### config.mk
export PLATFORM = sky130hd
export DESIGN_NAME = fetch_stage_q
export DESIGN_NICKNAME = d
export VERILOG_FILES = /design/src/rtl/fetch_pkg.sv /design/src/rtl/fetch_fifo.sv /design/src/rtl/fetch_stage_q.sv
export SDC_FILE = /design/constraint.sdc
export NUM_CORES = 1
export LEC_CHECK = 0
export CORE_ASPECT_RATIO = 1.75
export CORE_MARGIN = 5
export CORE_UTILIZATION = 25
export CTS_CLUSTER_DIAMETER = 60
export DETAILED_ROUTE_END_ITERATION = 10
export PLACE_DENSITY_LB_ADDON = 0.08
export SLEW_MARGIN = 30
export SYNTH_ARGS = -nofsm -noshare
export SYNTH_HDL_FRONTEND = slang
export SYNTH_SLANG_ARGS = --single-unit
### constraint.sdc
create_clock -name clk -period 11 [get_ports clk]
set_input_delay 1.1 -clock clk [delete_from_list [all_inputs] [get_ports clk]]
set_output_delay 1.1 -clock clk [all_outputs]
set_load 0.1 [all_outputs]
### src/rtl/fetch_pkg.sv
// rtl/fetch_pkg.sv - shared widths, defaults and fetch-queue entry type
package fetch_pkg;
  localparam int INSTR_W = 32;
  localparam int PC_INC = 4;
  localparam int DEF_XLEN = 32;
  localparam logic [DEF_XLEN-1:0] DEF_RESET_PC = 32'h0000_0000;

  // Entries are sized by the default XLEN; the top keeps XLEN at this value.
  typedef struct packed {
    logic [INSTR_W-1:0]  instr;
    logic [DEF_XLEN-1:0] pc;
    logic [DEF_XLEN-1:0] pcPlus4;
  } fq_entry_t;

  localparam int ENTRY_W = $bits(fq_entry_t);
endpackage

### src/rtl/fetch_fifo.sv
// rtl/fetch_fifo.sv - fetch queue: synchronous FIFO of fq_entry_t with flush and count
module fetch_fifo
  import fetch_pkg::*;
#(
  parameter int DEPTH = 4
) (
  input  logic                     clk,
  input  logic                     rst,
  input  logic                     flush,
  input  logic                     push,
  input  logic [ENTRY_W-1:0]       pushData,
  input  logic                     pop,
  output logic [ENTRY_W-1:0]       headData,
  output logic [$clog2(DEPTH):0]   count
);
  localparam int AW = $clog2(DEPTH);

  fq_entry_t      mem [DEPTH];
  logic [AW-1:0]  wrPtr, rdPtr;
  logic [AW:0]    cnt;
  logic           wrEn, rdEn;

  assign wrEn = push && (cnt != (AW+1)'(DEPTH));
  assign rdEn = pop && (cnt != '0);

  always_ff @(posedge clk or negedge rst) begin
    if (!rst) begin
      wrPtr <= '0;
      rdPtr <= '0;
      cnt   <= '0;
    end else if (flush) begin
      wrPtr <= '0;
      rdPtr <= '0;
      cnt   <= '0;
    end else begin
      if (wrEn) wrPtr <= wrPtr + AW'(1);
      if (rdEn) rdPtr <= rdPtr + AW'(1);
      cnt <= cnt + (AW+1)'(wrEn) - (AW+1)'(rdEn);
    end
  end

  // Storage needs no reset: only entries below cnt are ever presented.
  always_ff @(posedge clk) begin
    if (wrEn && !flush) mem[wrPtr] <= pushData;
  end

  assign headData = mem[rdPtr];
  assign count    = cnt;
endmodule

### src/rtl/fetch_stage_q.sv
// rtl/fetch_stage_q.sv - decoupled fetch stage: PC, imem credits, redirect/drop, queue to decode
module fetch_stage_q
  import fetch_pkg::*;
#(
  parameter int XLEN = DEF_XLEN,
  parameter logic [XLEN-1:0] RESET_PC = DEF_RESET_PC,
  parameter int FQ_DEPTH = 4,
  parameter int MAX_OUTSTANDING = 2
) (
  input  logic               clk,
  input  logic               rst,
  input  logic               redirect_valid,
  input  logic [XLEN-1:0]    redirect_pc,
  output logic               imem_req_valid,
  input  logic               imem_req_ready,
  output logic [XLEN-1:0]    imem_req_addr,
  input  logic               imem_rsp_valid,
  input  logic [INSTR_W-1:0] imem_rsp_data,
  output logic               dec_valid,
  input  logic               dec_ready,
  output logic [INSTR_W-1:0] dec_instr,
  output logic [XLEN-1:0]    dec_pc,
  output logic [XLEN-1:0]    dec_pc_plus4
);
  localparam int CW = $clog2(FQ_DEPTH) + 1;
  localparam int OW = $clog2(MAX_OUTSTANDING + 1);

  logic [XLEN-1:0]    pcF, rspPc;
  logic [OW-1:0]      outstanding, dropCnt;
  logic [CW-1:0]      fqCount;
  logic [ENTRY_W-1:0] headBits;
  fq_entry_t          pushEntry, headEntry;
  logic               creditOk, accept, rspEvent, doPush, doPop, hasEntry;

  // Counting queued plus in-flight entries guarantees every response has a slot.
  assign creditOk = (int'(outstanding) < MAX_OUTSTANDING) &&
                    ((int'(outstanding) + int'(fqCount)) < FQ_DEPTH);
  assign imem_req_valid = rst && !redirect_valid && creditOk;
  assign imem_req_addr  = pcF;
  assign accept         = imem_req_valid && imem_req_ready;

  assign rspEvent = imem_rsp_valid && (outstanding != '0);
  assign doPush   = rspEvent && (dropCnt == '0) && !redirect_valid;

  assign hasEntry = (fqCount != '0);
  assign doPop    = hasEntry && dec_ready && !redirect_valid;

  assign pushEntry.instr   = imem_rsp_data;
  assign pushEntry.pc      = rspPc;
  assign pushEntry.pcPlus4 = rspPc + XLEN'(PC_INC);

  fetch_fifo #(.DEPTH(FQ_DEPTH)) uFifo (
    .clk      (clk),
    .rst      (rst),
    .flush    (redirect_valid),
    .push     (doPush),
    .pushData (pushEntry),
    .pop      (doPop),
    .headData (headBits),
    .count    (fqCount)
  );

  assign headEntry    = headBits;
  assign dec_valid    = hasEntry;
  assign dec_instr    = hasEntry ? headEntry.instr   : '0;
  assign dec_pc       = hasEntry ? headEntry.pc      : '0;
  assign dec_pc_plus4 = hasEntry ? headEntry.pcPlus4 : '0;

  always_ff @(posedge clk or negedge rst) begin
    if (!rst) begin
      pcF         <= RESET_PC;
      rspPc       <= RESET_PC;
      outstanding <= '0;
      dropCnt     <= '0;
    end else begin
      if (redirect_valid) begin
        pcF     <= redirect_pc;
        rspPc   <= redirect_pc;
        // A response landing in the redirect cycle is already consumed here.
        dropCnt <= outstanding - OW'(rspEvent);
      end else begin
        if (accept) pcF <= pcF + XLEN'(PC_INC);
        if (doPush) rspPc <= rspPc + XLEN'(PC_INC);
        if (rspEvent && (dropCnt != '0)) dropCnt <= dropCnt - OW'(1);
      end
      outstanding <= outstanding + OW'(accept) - OW'(rspEvent);
    end
  end
endmodule
==> metrics.txt <==
status=completed; largest cells by area after synthesis=edfxtp_1 60%, mux4_2 11%, dfrtp_1 10%; Reg area=approximately 13000 µm²; Synth Cell Area=about 19000 µm²; Syn Inst Count=about 1100; Primary FF master, synth=edfxtp_1; P&R area growth vs syn=24.3%; Max Clock Freq=around 170 MHz; R2R cell count=7; Setup crit start kind=register; # rows=between 100 and 150; Final HPWL DP=32800 µm; most common cell in the synthesized netlist=edfxtp_1; DRC=0; reg2reg setup slack=between 7 and 8 ns; initial antenna violation count=0; register bit total from synthesis=around 450; Die ar.=81100 µm²; routability cong.=just under 0.7; most frequent cells after synthesis=376 x edfxtp_1, 103 x and2_1, 94 x mux4_2; vias in the first global route=~11000; Post-Synth XOR/XNOR Area=~3.6%; cts hold-fix bufs=0; CTS tree=built; MaxCap Viol Count=0; Clock Root Buffer=clkbuf_16; FF-to-FF Start=dropCnt[0]$_DFFE_PN0P_; Starting Density=25.1%; FILL cells=between 7000 and 8000; Top Ports=200; Worst Hold Class=in2async; postcts setup bufs=0; Final Critical Period=about 5.8 ns; layout cells sized above 1=17.2%; Clock Latency Late Sink=~0.60 ns; setup tns final=0 ns; Routed WL=roughly 50000 µm; Design Area, Final=between 20000 and 25000 µm²; via count=slightly above 10000; PD cells=269 nW/µm²; core area=between 70000 and 80000 µm²; Leakage Power=7.58 nW; Remaining Overflow, GRT=0; Die Wd=217 µm; clock skew=roughly 0.026 ns; CP max FO=35; H-tree depth=2; vias per cell=around 4.5; Multi-input gate area=approximately 5300 µm²; Slew Viols, Final=0; GR Util All Layers=between 10% and 20%; crit path capture type=output port; Syn. warnings=0; placed cell areas=between 20000 and 25000 µm²; Final ANT Viol Nets=0; CTS clk-pin slew, worst paths=0.07 ns; total CTS buffers=between 40 and 50; asr flop ratio synth=between 10% and 20%; Pre-antenna DRT Iters=4; Tightest Pin Transition=about 1.0 ns; count of input and output buffers=between 150 and 200; post-CTS sizing=0; mux cell area share after synthesis=about an eighth; RSZ-0062 raised after global routing=false; Final setup viols=0; CTS Sinks=between 400 and 500; DIE HEIGHT=373 µm; post-synthesis cell type count=51; Syn Area/Cell=about 17 µm²; drt initial violations=~530; first-pass GRT wire length=around 77000 µm; Final Hold Vio Count=0; Critical Path AT=between 4 and 5 ns; RR Endpoint=uFifo.mem[0][69]$_DFFE_PP_; top cell type's share of synthesized area=between 50% and 60%; Worst VDD drop=approximately 130 µV; register area share after synthesis=69.9%; EDFF count, synth=376; Slew Limit Headroom=31.5%; largest family of logic cells by synthesized area=multiplexers; Nets=between 1000 and 1500; CP required=between 9 and 10 ns; final period utilization=52.9%; largest area contributor in the netlist=edfxtp_1; clk buf depth=3; Synth Area in Compound Gates=under 10%; Syn Nets=about 1200; WL per Instance=about 22 µm; largest net degree at the start of global routing=between 70 and 80; CP Class=reg2out; Simple-Gate Fraction of Synth Area=a little under a tenth; Post-Synth Adder-Cell Area=less than 1%
[critical path, stage by stage, from the launching register on]
cell and delay [ns]:
dfrtp_4 0.88, buf_4 0.68, buf_4 0.68, mux4_2 0.58, and2_1 0.19, clkdlybuf4s50_1 0.97
[cells by family (layout without fill, tap and decap cells)]
kind of cell / count (synthesis) / in the layout
flip-flops: 451 / 451
multiplexers: 111 / 111
AND/OR/NAND/NOR: 302 / 302
adder cells (fa/ha/maj): 14 / 14
buffers and inverters: 84 / 323
AO/OA/AOI/OAI: 69 / 69
XOR/XNOR: 77 / 77
other: 0 / 1
[layer usage]
metal  wire length, µm  vias up  global-route usage [%]  share of wire [%]
met5                 0        -                       0                  0
li1                  -     4659                       -                  -
met3              2470       65                    2.88                4.8
met4              1210        0                    3.62                2.3
met2             26700      235                    22.8                 52
met1             21100     5309                    15.0                 41
[state kept, by name, summed over array words and instances, names as in the netlist]
name and cells:
uFifo.wrPtr 2, imem_req_addr 32, uFifo.count 3, outstanding 2, dropCnt 2, uFifo.mem 376, uFifo.rdPtr 2, rspPc 32
[how the worst max path moves through the flow]
stage / from / to / slack [ns] / depth (start not counted)
after floorplan: imem_rsp_valid / uFifo.mem[0][10]$_DFFE_PP_ / 6.36 / 3
after global placement: uFifo.rdPtr[0]$_DFFE_PN0P_ / dec_instr[3] / 5.60 / 5
after detailed placement: uFifo.rdPtr[0]$_DFFE_PN0P_ / dec_pc[15] / 5.61 / 5
after CTS: uFifo.rdPtr[0]$_DFFE_PN0P_ / dec_pc[15] / 4.92 / 5
after global routing: uFifo.rdPtr[0]$_DFFE_PN0P_ / dec_instr[3] / 4.75 / 5
final: uFifo.rdPtr[0]$_DFFE_PN0P_ / dec_instr[5] / 5.19 / 5
[where the power goes]
group | switching, W | total [W] | internal (W)
logic | 0.00189 | 0.00256 | 0.000672
registers | 0.000121 | 0.00209 | 0.00197
clock network | 0.000695 | 0.00164 | 0.000946
[cells in the final DEF, fill, tap and decap left out, types with 16 or more instances in the layout]
master           count
edfxtp_1           376
clkdlybuf4s50_1    186
and2_1              99
mux4_2              94
dfrtp_1             73
clkbuf_16           48
nand2_1             47
nor2_1              42
xnor2_1             40
xor2_1              37
nand3_1             28
nand4_1             27
inv_1               19
o21ai_0             18
mux2_2              16
[layout make-up]
| class | instances | share of cell area [%] |
|---|---|---|
| inverters | 21 | 0.347 |
| clock inverters | 33 | 1.49 |
| diodes | 1 | 0.0107 |
| multi-input cells | 573 | 22.8 |
| flip-flops and latches | 451 | 56.3 |
| repair buffers | 215 | 8.82 |
| well taps | 945 | 5.05 |
| clock buffers | 54 | 5.23 |
[per-stage QoR]
step / setup slack (ns) / utilization (%) / hold slack (ns) / std cells / total power (W)
after global routing: 4.75 / 31.3 / 0.368 / 2292 / 0.00658
after CTS: 4.92 / 31.3 / 0.349 / 2292 / 0.00645
final: 5.19 / 31.3 / 0.397 / 2293 / 0.00630
after global placement: 5.60 / 29.2 / 0.503 / 2205 / 0.00478
after detailed placement: 5.61 / 29.2 / 0.521 / 2205 / 0.00477
after floorplan: 6.36 / - / 0.471 / 1108 / 0.00408
No activity file was read; power rests on OpenSTA's default activity.
